<file path="config.mk">
export PLATFORM = sky130hd
export DESIGN_NAME = burst_axi_rd_engine
export DESIGN_NICKNAME = d
export VERILOG_FILES = /design/src/rtl/burst_axi_rd_engine_pkg.sv /design/src/rtl/burst_axi_rd_engine.sv
export SDC_FILE = /design/constraint.sdc
export NUM_CORES = 1
export LEC_CHECK = 0
export CAP_MARGIN = 15
export CORE_MARGIN = 2
export CORE_UTILIZATION = 31
export DETAILED_ROUTE_END_ITERATION = 6
export GPL_ROUTABILITY_DRIVEN = 0
export PLACE_DENSITY = 0.83
export RECOVER_POWER = 25
export SYNTH_ARGS = -nofsm -noshare
export SYNTH_HDL_FRONTEND = slang
export SYNTH_SLANG_ARGS = --single-unit
</file>
<file path="constraint.sdc">
create_clock -name clk -period 1.9 [get_ports clk]
set_input_delay 0.38 -clock clk [delete_from_list [all_inputs] [get_ports clk]]
set_output_delay 0.38 -clock clk [all_outputs]
set_load 0.02 [all_outputs]
</file>
<file path="src/rtl/burst_axi_rd_engine_pkg.sv">
// Shared definitions for the burst read/write engines: AXI field constants
// and the one-hot engine state encoding.
package burst_axi_rd_engine_pkg;

    localparam logic [2:0] SIZE_8B    = 3'b011;
    localparam logic [1:0] BURST_INCR = 2'b01;
    localparam logic [1:0] RESP_OKAY  = 2'b00;

    // One-hot encodings, also used by the write-side engine
    localparam logic [3:0] ENC_IDLE = 4'b0001;
    localparam logic [3:0] ENC_ADDR = 4'b0010;
    localparam logic [3:0] ENC_DATA = 4'b0100;
    localparam logic [3:0] ENC_DONE = 4'b1000;

    typedef enum logic [3:0] {
        ST_IDLE = ENC_IDLE,
        ST_ADDR = ENC_ADDR,
        ST_DATA = ENC_DATA,
        ST_DONE = ENC_DONE
    } state_t;

endpackage

</file>
<file path="src/rtl/burst_axi_rd_engine.sv">
// Executes one burst command as a single AXI4 INCR read burst and streams
// the returned beats straight through to a valid/ready sink.
module burst_axi_rd_engine
    import burst_axi_rd_engine_pkg::*;
#(
    parameter int ID_W  = 4,
    parameter int AR_ID = 0
) (
    input  logic            clk,
    input  logic            rst_n,
    input  logic            burst_start,
    input  logic [7:0]      burst_len,
    input  logic [63:0]     burst_addr,
    output logic            burst_busy,
    output logic            burst_done,
    output logic            rd_err,
    output logic [63:0]     m_axi_araddr,
    output logic [7:0]      m_axi_arlen,
    output logic [2:0]      m_axi_arsize,
    output logic [1:0]      m_axi_arburst,
    output logic [ID_W-1:0] m_axi_arid,
    output logic            m_axi_arvalid,
    input  logic            m_axi_arready,
    input  logic [63:0]     m_axi_rdata,
    input  logic [1:0]      m_axi_rresp,
    input  logic            m_axi_rlast,
    input  logic [ID_W-1:0] m_axi_rid,
    input  logic            m_axi_rvalid,
    output logic            m_axi_rready,
    output logic [63:0]     dout_data,
    output logic            dout_last,
    output logic            dout_valid,
    input  logic            dout_ready
);

    localparam logic [ID_W-1:0] AR_ID_V = ID_W'(AR_ID);

    state_t      state;
    state_t      state_nxt;
    logic [63:0] araddr_q;
    logic [7:0]  arlen_q;
    logic [7:0]  beat_cnt;
    logic        rd_err_q;
    logic        in_data;
    logic        beat;
    logic        final_beat;
    logic        beat_bad;
    logic        unused_addr_lsbs;

    // Byte offset within the first beat has no meaning for 8-byte beats
    assign unused_addr_lsbs = ^burst_addr[2:0];

    assign in_data    = (state == ST_DATA);
    assign beat       = in_data & m_axi_rvalid & dout_ready;
    assign final_beat = (beat_cnt == 8'd0);
    assign beat_bad   = (m_axi_rresp != RESP_OKAY) | (m_axi_rid != AR_ID_V)
                      | (m_axi_rlast != final_beat);

    always_ff @(posedge clk or negedge rst_n) begin
        if (!rst_n) begin
            state <= ST_IDLE;
        end else begin
            state <= state_nxt;
        end
    end

    // Completion follows our own beat count; rlast is only checked, never trusted
    always_comb begin
        state_nxt     = state;
        burst_busy    = 1'b1;
        burst_done    = 1'b0;
        m_axi_arvalid = 1'b0;
        m_axi_rready  = 1'b0;
        dout_valid    = 1'b0;
        dout_data     = 64'd0;
        dout_last     = 1'b0;
        unique case (state)
            ST_IDLE: begin
                burst_busy = 1'b0;
                if (burst_start) begin
                    state_nxt = ST_ADDR;
                end
            end
            ST_ADDR: begin
                m_axi_arvalid = 1'b1;
                if (m_axi_arready) begin
                    state_nxt = ST_DATA;
                end
            end
            ST_DATA: begin
                m_axi_rready = dout_ready;
                dout_valid   = m_axi_rvalid;
                dout_data    = m_axi_rdata;
                dout_last    = final_beat;
                if (beat && final_beat) begin
                    state_nxt = ST_DONE;
                end
            end
            ST_DONE: begin
                burst_done = 1'b1;
                state_nxt  = ST_IDLE;
            end
            default: begin
                burst_busy = 1'b0;
                state_nxt  = ST_IDLE;
            end
        endcase
    end

    // Command capture; len 0 wraps to arlen 255 for a full 256-beat burst
    always_ff @(posedge clk or negedge rst_n) begin
        if (!rst_n) begin
            araddr_q <= 64'd0;
            arlen_q  <= 8'd0;
            beat_cnt <= 8'd0;
            rd_err_q <= 1'b0;
        end else if ((state == ST_IDLE) && burst_start) begin
            araddr_q <= {burst_addr[63:3], 3'b000};
            arlen_q  <= burst_len - 8'd1;
            beat_cnt <= burst_len - 8'd1;
            rd_err_q <= 1'b0;
        end else if (beat) begin
            beat_cnt <= beat_cnt - 8'd1;
            if (beat_bad) begin
                rd_err_q <= 1'b1;
            end
        end
    end

    assign m_axi_araddr  = araddr_q;
    assign m_axi_arlen   = arlen_q;
    assign m_axi_arsize  = SIZE_8B;
    assign m_axi_arburst = BURST_INCR;
    assign m_axi_arid    = AR_ID_V;
    assign rd_err        = rd_err_q;

endmodule

</file>
Word level (Yosys, flattened, before mapping):

Index checks and enable logic that the tools add are counted.

* bits in registers: 82
* latch bits: 0
* memory bits (writable): 0
* ROM bits: 0
* logic and storage cells: 45
* memories kept: 0

* add/subtract/negate cells: 2
* $mul: 0
* divide/modulo/power cells: 0
* order comparisons: 0
* equality and inequality tests: 8
* shift operators: 0
* mux-type cells: 16
* bitwise gates (word level): 4
* reduce and logical (&&, ||, !) cells: 10

Operator list (count)
* 2-to-1 mux 64 bit: 1
* 2-to-1 mux 8 bit: 2
* subtractor 8 x 1 -> 8 bit, second input constant: 2
* 2-to-1 mux 4 bit: 3
* one-hot mux 4 bit (3 select lines): 1
* 2-to-1 mux 1 bit: 9
* logical NOT 8 bit: 1
* nonzero test 2 bit: 3
* equality test 4 x 1 -> 1 bit, second input constant: 1
* equality test 4 x 2 -> 1 bit, second input constant: 1
* equality test 4 x 3 -> 1 bit, second input constant: 1
* equality test 4 bit, second input constant: 1
* != test 2 bit, second input constant: 2
* nonzero test 4 bit: 1
* AND reduction 3 bit: 1
* OR reduction 3 bit: 1
* AND 1 bit: 2
* logical AND 1 bit: 2
* != test 2 x 1 -> 1 bit, second input constant: 1
* bitwise OR 1 bit: 2
* AND reduction 2 bit: 1
* != test 1 bit: 1

Longest topological paths before layout:

* depth in word-level cells: 6
* gate-level depth with buffers: 6
* mapped depth without buffers: 6

Worst setup path before layout:

Ideal clock, no wire load.

* path kind: register to output
* from: reg beat_cnt[5]
* to: out dout_last
* arrival time: 1.720 ns
* required time: 1.520 ns
* slack: -0.200 ns
* cell stages (with the launch flop): 4
* path buffers: 0
* cell sequence: dfrtp_1 > or4_4 > or4b_4 > nor2_1

* cells in the longest elaborated chain, start to end: 2

Ends and longest elaborated chain
* from (decl): RTL line burst_axi_rd_engine.sv:42 `logic [7:0] beat_cnt;`
* from (signal assigned): RTL line burst_axi_rd_engine.sv:120 `beat_cnt <= burst_len - 8'd1;`
* from (signal assigned): RTL line burst_axi_rd_engine.sv:123 `beat_cnt <= beat_cnt - 8'd1;`
* logical NOT 8 bit: RTL line burst_axi_rd_engine.sv:55 `assign final_beat = (beat_cnt == 8'd0);`
* 2-to-1 mux 1 bit: RTL line burst_axi_rd_engine.sv:77 `unique case (state)`
* to (decl): RTL line burst_axi_rd_engine.sv:31 `output logic dout_last,`

No other way between the ends.

Final worst setup path:

Same ends and word-level chain as after synthesis.

==> metrics.yaml <==
outcome:
  status: "complete, but fails checks"
  failed_checks: "negative setup slack"
clock_tree:
  cts_buffers: 9
  cts_tree: "yes"
  clk_pin_slew_ns: 0.07
  clk_latency_ns: 0.33
  cts_max_path_buffers: 2
  clock-root-buffer: "clkbuf_16"
  cts_htree_levels: 3
  clock_sinks: 82
synth:
  synth_top_area_share_pct: 51.10
  ys_types: 38
  yosysTopAreaCell: "dfrtp_1"
  syn_avg_cell_area_sq_um: 8.548
  ys_warn_count: 0
  ys_seq_area_share_pct: 51.77
  synth_cells: 464
  syn-cell-area_sq_um: 3966
  synth_area_leaders: "dfrtp_1 51%, nand2_1 18%, and2_1 11%"
  synth_seq_cells: 82
route:
  wl_met3_microns: 1345
  met1Wirelength_microns: 6136
  drc_errors: 0
  wl_microns: 17310
  top_layer: "met4"
  viasPerCell: 4.535
  wl_per_cell_microns: 17.41
  ant_nets: 0
  wl_met2_microns: 8719
  first_iter_violations: 203
  firstDrtPassIters: 4
  num_vias: 4508
layout:
  drive_above_1_share_pct: 30.38
  fin_util_pct: 66.69
  final_cell_mix: "214 x clkdlybuf4s50_1, 191 x nand2_1, 95 x buf_6"
  syn_to_final_growth_pct: 111.3
  final_common_cell: "clkdlybuf4s50_1"
  fin_nets: 960
  fillers: 947
timing:
  hold_violations: 0
  fmax_ghz: 0.4162
  skew_ns: 0.007238
  period_needed_ns: 2.403
  rsz0062_at_grt: "true"
  layout_worst_path_cycle_share_pct: 126.5
  setup_ws_ns: -0.5028
  tightest_slew_ns: 0.8245
  finalSetupViolations: 78
  maxSlewViolCount: 0
  final.setup.tns_ns: -17.56
  relSlewSlack_pct: 45.03
floorplan:
  start_util_pct: 31.56
  core_area_sq_um: 12570
  num_rows: 41
  dieArea_sq_um: 13710
  io_pins: 301
  die_y_microns: 117.1
  die_w_microns: 117.1
global_routing:
  antenna_found_initial: 8
  grt_max_degree: 46
  grt_pass1_wl_microns: 24720
  grt_pass1_vias: 4573
  grt.total_usage_pct: 24.40
  grt-ovfl-total: 0
power_and_ir_drop:
  p_per_area_nw_per_um2: 1242
  power.leakage_nw: 3.997
  peakVddDrop_v: 0.0007688
critical_path:
  critical_path_required_ns: 1.52
  cp.arrival_ns: 2.02
  path_max_fanout: 2
  cp-end-kind: "primary output"
  cp-start-kind: "flop"
  worstSetupPathType: "flop to primary output"
placement:
  io_buffers: 285
  hpwl_microns: 10820
hold_path:
  hp-class: "flop to flop"
run:
  cap_violations: 0
cell usage after synthesis, drive strengths merged:
master	number
mux2i	4
ha	3
nor3	8
and3b	1
dfstp	1
nor2	15
a211oi	1
o21a	1
nand3b	1
or3	2
xnor2	7
a21o	2
dfrtp	81
and2	68
xor2	5
clkbuf	18
nand2	192
o21ai	5
or4bb	1
and3	1
buf	17
nand2b	1
conb	2
or4	2
nor4b	3
nor4	4
inv	4
nand3	2
or4b	2
mux2	1
a21oi	9
final cells by class:
cell class	instances	area, sq um	share of cell area [%]
clock buffers	10	229.0	2.732
repair buffers	358	3715	44.32
multi-input cells	353	2067	24.66
inverters	4	15.01	0.1791
diodes	9	22.52	0.2687
well taps	172	215.2	2.568
flip-flops and latches	82	2053	24.50
clock inverters	6	65.06	0.7762
sequential cells by signal, indices dropped and copies added, names as in the netlist:
signal	flops
beat_cnt	8
m_axi_araddr	61
m_axi_arlen	8
rd_err	1
state	4
cell families after synthesis:
| kind of cell | Yosys count | synth area share (%) |
|---|---|---|
| adders and majority gates | 3 | 0.9465 |
| buffers and inverters | 39 | 4.889 |
| AOI/OAI and AO/OA | 18 | 2.524 |
| and+or+nand+nor | 303 | 35.74 |
| xor gates and xnor gates | 12 | 2.650 |
| DFF | 82 | 51.77 |
| other | 2 | 0.1893 |
| muxes | 5 | 1.293 |
worst max-delay path, cell delays in order, from the launching register on:
cell	delay [ns]
dfrtp_1	0.40
or4_4	0.54
or4b_4	0.52
nor2_4	0.10
buf_6	0.12
per-stage QoR:
step / std cells / hold WS, ns / worst slack, ns / total power [mW] / area (sq um)
CTS: 986 / 0.4776 / -0.4918 / 10.26 / 8278
global route: 994 / 0.4981 / -0.5562 / 11.07 / 8382
detailed placement: 928 / 0.3555 / -0.6036 / 8.136 / 7221
floorplan: 474 / 0.08441 / -0.07143 / 5.415 / 4026
global placement: 928 / 0.3566 / -0.5751 / 8.018 / 7221
finish: 994 / 0.4729 / -0.5028 / 10.41 / 8382
metal layers:
layer	track usage, %	vias to the layer above
li1	-	2113
met1	24.60	2133
met2	43.16	218
met3	6.128	44
met4	18.75	0
met5	0	-
repair_timing:
| action | 4_1_cts | 5_1_grt |
|---|---|---|
| endpoints found under the setup margin | 74 | 77 |
| hold endpoints to repair | 9 | 0 |
| buffers inserted | 34 | 10 |
| pin swaps | 29 | 38 |
| gates cloned | 8 | 0 |
| hold buffers | 1 | 0 |
| resized for setup | 501 | 52 |
worst paths after layout:
| check | startpoint | to | slack, ns | cells after the start |
|---|---|---|---|---|
| setup / recovery | beat_cnt[5] | dout_last | -0.50 | 4 |
| hold / removal | m_axi_araddr[44] | m_axi_araddr[44] | 0.47 | 2 |
| setup reg to reg | beat_cnt[5] | rd_err | -0.29 | 7 |
| hold reg to reg | m_axi_araddr[44] | m_axi_araddr[44] | 0.47 | 2 |
| max in group asynchronous | rst_n | m_axi_araddr[55] | 0.26 | 3 |
| min in group asynchronous | rst_n | m_axi_araddr[9] | 0.69 | 2 |
report_power, final:
| group | total (mW) | internal, mW | leakage [nW] | switching [mW] |
|---|---|---|---|---|
| registers | 3.03 | 2.58 | 1.00 | 0.454 |
| logic | 5.64 | 2.77 | 2.85 | 2.87 |
| clock network | 1.74 | 1.02 | 0.143 | 0.715 |
| total | 10.4 | 6.37 | 4.00 | 4.04 |
Note: power is estimated with default switching activity, not from simulation.
